===== src/rtl/roll_sequencer.sv =====
// -----------------------------------------------------------------------------
// roll_sequencer
//
// Control sequencer for the dice roller's random-number datapath. A start
// pulse launches a roll: o_step strobes advance the random generator, first
// PERIOD_INIT cycles apart. After every STEPS_PER_STAGE strobes the spacing
// grows by PERIOD_STEP, so the roll slows down. The roll ends on its own once
// the next period would exceed PERIOD_MAX. A capture pulse ends it early.
// Runs on the divided slow clock. Every control input and output is a
// one-cycle pulse.
//
// Ports
//   i_clk        clock
//   i_rst_n      asynchronous active-low reset (aborts a roll, no o_done)
//   i_start      pulse: begin a roll, or restart one that is running
//   i_capture    pulse: stop the roll now and record the value (ROLL only)
//   i_set        pulse: load the current value as lucky number (IDLE only)
//   o_step       strobe: random generator advances one value
//   o_capture    strobe: push current value into history
//   o_set_lucky  strobe: lucky register loads current value
//   o_done       pulse: roll finished (natural end or capture)
//   o_busy       high while rolling
//   o_period     period of the current stage, 0 when not rolling
// -----------------------------------------------------------------------------
module roll_sequencer #(
    parameter int CW              = 8,
    parameter int PERIOD_INIT     = 1,
    parameter int PERIOD_STEP     = 1,
    parameter int STEPS_PER_STAGE = 4,
    parameter int PERIOD_MAX      = 4
) (
    input  logic          i_clk,
    input  logic          i_rst_n,
    input  logic          i_start,
    input  logic          i_capture,
    input  logic          i_set,
    output logic          o_step,
    output logic          o_capture,
    output logic          o_set_lucky,
    output logic          o_done,
    output logic          o_busy,
    output logic [CW-1:0] o_period
);

    localparam int SW = (STEPS_PER_STAGE > 1) ? $clog2(STEPS_PER_STAGE) : 1;

    localparam logic [CW-1:0] ONE_C         = CW'(1);
    localparam logic [CW-1:0] PERIOD_INIT_C = CW'(PERIOD_INIT);
    localparam logic [CW:0]   PERIOD_STEP_C = (CW+1)'(PERIOD_STEP);
    localparam logic [CW:0]   PERIOD_MAX_C  = (CW+1)'(PERIOD_MAX);
    localparam logic [SW-1:0] STAGE_LAST_C  = SW'(STEPS_PER_STAGE - 1);
    localparam logic [SW-1:0] STAGE_ONE_C   = SW'(1);

    typedef enum logic [1:0] {
        ST_IDLE = 2'd0,
        ST_ROLL = 2'd1,
        ST_DONE = 2'd2
    } state_e;

    state_e        state_q,     state_d;
    logic [CW-1:0] cnt_q,       cnt_d;
    logic [SW-1:0] stage_q,     stage_d;
    logic [CW-1:0] period_q,    period_d;
    logic          busy_q,      busy_d;
    logic          done_q,      done_d;
    logic          capture_q,   capture_d;
    logic          set_lucky_q, set_lucky_d;

    logic          step_hit;
    logic [CW:0]   next_period;

    // Strobe when the interval counter reaches the end of the current period.
    // Gated by busy so that the zero period outside a roll cannot alias to a
    // match.
    assign step_hit    = busy_q && (cnt_q == (period_q - ONE_C));
    // One extra bit so that a sum that overflows CW bits still compares above
    // PERIOD_MAX.
    assign next_period = {1'b0, period_q} + PERIOD_STEP_C;

    always_comb begin
        // NOTE: every next-state signal gets a default first, so that no path
        // through the case below leaves one unassigned and infers a latch.
        state_d     = state_q;
        cnt_d       = cnt_q;
        stage_d     = stage_q;
        period_d    = period_q;
        busy_d      = busy_q;
        done_d      = 1'b0;
        capture_d   = 1'b0;
        set_lucky_d = 1'b0;

        unique case (state_q)
            ST_IDLE: begin
                set_lucky_d = i_set;
                if (i_start) begin
                    state_d  = ST_ROLL;
                    cnt_d    = '0;
                    stage_d  = '0;
                    period_d = PERIOD_INIT_C;
                    busy_d   = 1'b1;
                end
            end

            ST_ROLL: begin
                if (i_capture || (!i_start && step_hit && stage_q == STAGE_LAST_C
                                  && next_period > PERIOD_MAX_C)) begin
                    // Capture wins over a simultaneous start. A natural end
                    // happens when the stage finishes and the widened period
                    // would no longer be legal.
                    state_d   = ST_DONE;
                    capture_d = i_capture;
                    done_d    = 1'b1;
                    busy_d    = 1'b0;
                    cnt_d     = '0;
                    stage_d   = '0;
                    period_d  = '0;
                end else if (i_start) begin
                    cnt_d    = '0;
                    stage_d  = '0;
                    period_d = PERIOD_INIT_C;
                end else if (step_hit) begin
                    cnt_d = '0;
                    if (stage_q == STAGE_LAST_C) begin
                        stage_d  = '0;
                        period_d = next_period[CW-1:0];
                    end else begin
                        stage_d = stage_q + STAGE_ONE_C;
                    end
                end else begin
                    cnt_d = cnt_q + ONE_C;
                end
            end

            ST_DONE: begin
                state_d = ST_IDLE;
            end

            default: begin
                state_d  = ST_IDLE;
                cnt_d    = '0;
                stage_d  = '0;
                period_d = '0;
                busy_d   = 1'b0;
            end
        endcase
    end

    // NOTE: state registers use non-blocking assignments so every register
    // samples the values from before the edge, whatever the statement order.
    always_ff @(posedge i_clk or negedge i_rst_n) begin
        if (!i_rst_n) begin
            state_q     <= ST_IDLE;
            cnt_q       <= '0;
            stage_q     <= '0;
            period_q    <= '0;
            busy_q      <= 1'b0;
            done_q      <= 1'b0;
            capture_q   <= 1'b0;
            set_lucky_q <= 1'b0;
        end else begin
            state_q     <= state_d;
            cnt_q       <= cnt_d;
            stage_q     <= stage_d;
            period_q    <= period_d;
            busy_q      <= busy_d;
            done_q      <= done_d;
            capture_q   <= capture_d;
            set_lucky_q <= set_lucky_d;
        end
    end

    assign o_step      = step_hit;
    assign o_capture   = capture_q;
    assign o_set_lucky = set_lucky_q;
    assign o_done      = done_q;
    assign o_busy      = busy_q;
    assign o_period    = period_q;

endmodule


===== config.mk =====
export PLATFORM = sky130hd
export DESIGN_NAME = roll_sequencer
export DESIGN_NICKNAME = d
export VERILOG_FILES = /design/src/rtl/roll_sequencer.sv
export SDC_FILE = /design/constraint.sdc
export NUM_CORES = 1
export LEC_CHECK = 0
export ABC_AREA = 1
export ABC_CLOCK_PERIOD_IN_PS = 6050
export BUFFER_PORTS_ARGS = -buffer_cell sky130_fd_sc_hd__buf_2
export CAP_MARGIN = 10
export CORE_UTILIZATION = 53
export DETAILED_ROUTE_END_ITERATION = 8
export PLACE_DENSITY_LB_ADDON = 0.15
export SLEW_MARGIN = 20
export SYNTH_ARGS = -nofsm -noshare
export SYNTH_HDL_FRONTEND = slang
export SYNTH_SLANG_ARGS = --single-unit

===== constraint.sdc =====
create_clock -name i_clk -period 6.05 [get_ports i_clk]
set_clock_uncertainty 0.1 [all_clocks]
set_input_delay 0.3025 -clock i_clk [delete_from_list [all_inputs] [get_ports i_clk]]
set_output_delay 0.3025 -clock i_clk [all_outputs]
set_load 0.01 [all_outputs]

### Word level (Yosys, flattened, before mapping)

Cells that the tools add are included.

| word-level totals | value |
|---|---|
| word-level logic and storage cells | 62 |
| input bits | 5 |
| flip-flop bits (word level) | 24 |
| output and inout bits | 13 |

| cells by class | value |
|---|---|
| bitwise logic cells | 1 |
| reduce and logical (&&, ||, !) cells | 12 |
| equal/unequal tests | 8 |
| add/subtract/negate cells | 4 |
| order comparisons | 1 |
| multiplexer cells | 28 |

Operator list:

| operator | count |
|---|---|
| 2-to-1 mux 8 bit | 9 |
| one-hot mux 8 bit (3 select lines) | 2 |
| 2-to-1 mux 2 bit | 7 |
| adder 8 x 1 -> 9 bit (second input constant) | 1 |
| greater-than comparator 9 x 3 -> 1 bit (second input constant) | 1 |
| adder 8 x 1 -> 8 bit (second input constant) | 1 |
| equality test 8 bit | 1 |
| inequality test 4 bit (second input constant) | 2 |
| subtractor 8 x 1 -> 8 bit (second input constant) | 1 |
| 2-to-1 mux 1 bit | 7 |
| one-hot mux 2 bit (3 select lines) | 1 |
| AND reduction 3 bit | 2 |
| equality test 2 bit (second input constant) | 2 |
| logical AND 1 bit | 4 |
| inequality test 2 bit (second input constant) | 2 |
| one-hot mux 2 bit (2 select lines) | 1 |
| AND reduction 2 bit | 2 |
| AND reduction 4 bit | 1 |
| one-hot mux 1 bit (3 select lines) | 1 |
| adder 2 x 1 -> 2 bit (second input constant) | 1 |
| equality test 2 x 1 -> 1 bit (second input constant) | 1 |
| zero test 2 bit | 1 |
| zero test 1 bit | 1 |
| logical OR 1 bit | 1 |
| inverter 1 bit | 1 |

### Depth between registers and ports, before layout

| logic depth | value |
|---|---|
| depth after elaboration | 9 |
| mapped depth | 16 |
| gate-level depth less buffers | 16 |

### Worst setup path before layout

OpenSTA, ideal clock, no wires.

| timing | value |
|---|---|
| path type | flip-flop to flip-flop |
| from | register period_q[0] (netlist: o_period[0]) |
| to | register period_q[0] (netlist: o_period[0]) |
| slack | 3,862 ps |
| clock period less this slack | 2,188 ps |
| setup time | 117 ps |
| cell stages (with the launch flop) | 16 |
| data arrival time | 1,970 ps |
| data required time | 5,833 ps |
| path buffers | 0 |
| cell sequence | dfrtp_1 inv_2 ha_1 inv_1 nand2_1 nand2_1 nor2_1 nand2_1 nor2_2 nand3_2 nor2_4 nand3_4 nand4_2 nand3_2 nand2_1 nand2_1 |

| between the ends | value |
|---|---|
| longest elaborated chain between the ends | 9 |
| elaborated cells between the ends (all ways) | 17 |
| classes of those cells | add/sub (2); order compare (1); eq/ne (3); mux (5); reduce/logical (6) |

Ends and longest elaborated chain:

| item | line | RTL |
|---|---|---|
| start: declaration | 63 | `logic [CW-1:0] period_q, period_d;` |
| start signal: assignment | 164 | `period_q <= period_d;` |
| subtractor 8 x 1 -> 8 bit (*) | 75 | `assign step_hit = busy_q && (cnt_q == (period_q - ONE_C));` |
| equality test 8 bit (*) | 75 |  |
| logical AND 1 bit (*) | 75 |  |
| named net o_step | 37 | `output logic o_step,` |
| logical AND 1 bit (2 in a row) | 105 | `if (i_capture \|\| (!i_start && step_hit && stage_q == STAGE_LAST_C` |
| logical AND 1 bit | 106 | `&& next_period > PERIOD_MAX_C)) begin` |
| logical OR 1 bit | 105 |  |
| inequality test 4 bit (no line) / 2-to-1 mux 8 bit (equally long branches) | -- |  |
| AND reduction 4 bit (no line) / one-hot mux 8 bit (3 select lines) (equally long branches) | -- |  |

Mark *: on every way through the listed nets, which the timed path passes. The rest lies on a longest branch. The select of a mux whose other input is x is not followed.
A chain may end at the register's enable or synchronous reset.

### Final worst setup path

| timing | value |
|---|---|
| from | register period_q[0] (netlist: o_period[0]) |
| to | output o_step |

| between the ends | value |
|---|---|
| longest elaborated chain between the ends | 3 |

Ends and longest elaborated chain:

| item | line |
|---|---|
| subtractor 8 x 1 -> 8 bit | 75 |
| equality test 8 bit | 75 |
| logical AND 1 bit | 75 |
| end: declaration | 37 |

No other way between the ends.

==> metrics <==
Total GRT Usage=22.5%; type of origin of the critical path=register; Power Density=257 nW/um^2; Post-DP HPWL=2540 um; Die ar.=3310 um^2; reg2reg end=o_period[2]; largest net degree at the start of global routing=25; Max-cap violations=0; First-pass DRT Iterations=6; Vias=1426; Final min period=2480 ps; Die Wd=57.5 um; Post-Synthesis Cell Area=1630 um^2; later-pin clock latency in the skew report=300 ps; Mapped Nets=241; RR Startpoint=o_period[0]; setup violators final=0; Worst Path Arrival=2070 ps; CTS tree=yes; CTS Sinks=24; Via-to-Cell Ratio=5.07; CTS Root Cell=clkbuf_4; Hold Fails Final Rpt=0; Worst EP required=5650 ps; top cell type's share of synthesized area=36.8%; num ports=18; Tcrit/Tclk final=40.9%; most common cell in the netlist=nand2_1; GR Overflow Total=0; 1st-iter DRT viols=84; Avg Cell Area, Syn=7.04 um^2; Post-synth EDFFs=0; crit path to=o_step; CP Class=register to output port; share of cells above drive strength 1=17.6%; DRC Markers=3; Synth warnings=0; Routed Antenna Nets=0; Seq/Total Area, Yosys=36.8%; Syn Inst Count=232; Die H=57.5 um; vias in the first global route=1315; first-pass GRT wire length=5750 um; Async SR Flop Fraction=100%; CTS Hold Bufs=1; RSZ-0062 raised after global routing=no; initial antenna violation count=0; max-slew violations=0; WL/cell=11.5 um; CTS Buffer Depth=2; port buffer count=17; TritonCTS buffer count=3; Slew @ Worst Pin=544 ps; final net count=260; Antenna diodes=0; worst hold path class=input port to register; failing checks=design-rule violations; CP endpoint kind=output port; Initial Util=57.8%; row count=19; Worst VDD drop=180 uV; Seq cells post-synth=24; Slew headroom=63.8%; Final WS setup=3570 ps; main area contributors after synthesis=dfrtp_1 (37%), nand2_1 (15%), inv_1 (7.6%); Place WS=3690 ps; post-synth top area cell=dfrtp_1; WL final=3220 um; CP startpoint=o_period[0]; Commonest cells post-synth=nand2_1 (65), inv_1 (33), dfrtp_1 (24), nor2_1 (24), nand3_1 (22); critical-path maximum fanout=7; f_max=404 MHz; distinct cell type count after synthesis=30; R2R Setup Slk=3690 ps; TNS Setup=0 ps; Placeable Area=2830 um^2; htree depth=1; CTS resizes=0; prevailing post-synth register cell=dfrtp_1; Syn-to-layout area delta=8.81%; Lkg Pwr=0.952 nW; status=complete, but fails checks; gpl congestion=0.935; post-CTS setup buffer count=0; R2R cell count=15; clock slew at reported path FFs=130 ps
==> sequential cells by signal (all words and copies together) (netlist names) <==
| signal | flops |
|---|---|
| o_set_lucky | 1 |
| cnt_q | 8 |
| state_q | 2 |
| o_busy | 1 |
| o_capture | 1 |
| o_period | 8 |
| o_done | 1 |
| stage_q | 2 |
==> metrics by stage <==
stage	instances	util (%)	total power (W)	area (um^2)	hold WS [ps]
2_1_floorplan	232	-	0.000333	1630	-93.1
3_3_place_gp	276	61.2	0.000375	1730	214
5_1_grt	281	62.8	0.000497	1780	85.4
6_report	281	62.8	0.000457	1780	90.1
3_5_place_dp	276	61.2	0.000378	1730	216
4_1_cts	281	62.8	0.000462	1780	80.3
==> layout by cell type, fill, tap and decap left out, types with 4 or more instances in the layout <==
cell type | Yosys | layout
buf_2 | 3 | 17
xor2_1 | 4 | 4
nor2_2 | 5 | 5
o21ai_1 | 5 | 5
nor2_1 | 24 | 24
nand4_1 | 4 | 4
nand2_1 | 65 | 65
inv_1 | 33 | 33
inv_2 | 4 | 4
ha_1 | 4 | 4
o21ai_0 | 8 | 8
nand3_1 | 22 | 22
dfrtp_1 | 24 | 24
==> power breakdown <==
group | switching, W | internal (W)
Combinational | 0.000118 | 0.0000626
Sequential | 0.0000173 | 0.000177
Clock | 0.0000464 | 0.0000367
Total | 0.000181 | 0.000276
==> area by class of cell <==
cell class                 count  area [um^2]
clock buffer                   4         36.3
inverter                      39          151
multi-input combinational    165          856
timing repair buffer          18         95.1
sequential                    24          601
tap                           31         38.8
fill                         256         1050
==> layer usage <==
layer / track usage [%] / routed length [um] / part of all wire [%]
met1: 32.0 / 1590 / 49
met5: 0 / 0 / 0
met2: 36.0 / 1500 / 47
met4: 7.32 / 29 / 0.90
met3: 2.04 / 100 / 3.1
==> how the worst min path moves through the flow <==
stage	start	end	slack (ps)	cells after the start
3_5_place_dp	i_rst_n	o_period[6]	220	1
2_1_floorplan	i_rst_n	cnt_q[0]	-90	0
6_report	i_set	o_set_lucky	90	3
5_1_grt	i_set	o_set_lucky	90	3
3_3_place_gp	i_rst_n	o_period[4]	210	1
4_1_cts	i_set	o_set_lucky	80	3
==> cell families (layout without fill, tap and decap cells) <==
family	after synthesis	in the layout	share of synthesized area, %
AO/OA/AOI/OAI	18	18	5.82
flip-flops	24	24	36.8
buffers and inverters	43	61	10.9
XOR/XNOR	6	6	3.22
AND/OR/NAND/NOR	137	137	40.3
adder cells (fa/ha/maj)	4	4	3.06
==> critical path, stage by stage (launching register included) <==
cell and delay (ps):
dfrtp_1 500, inv_2 100, ha_1 330, inv_1 50
nand2_1 60, nand2_1 40, nor2_1 110, nand2_1 80
nor2_2 120, nand3_2 90, nor2_4 150, buf_2 170
Note: power is estimated with default switching activity, not from simulation.
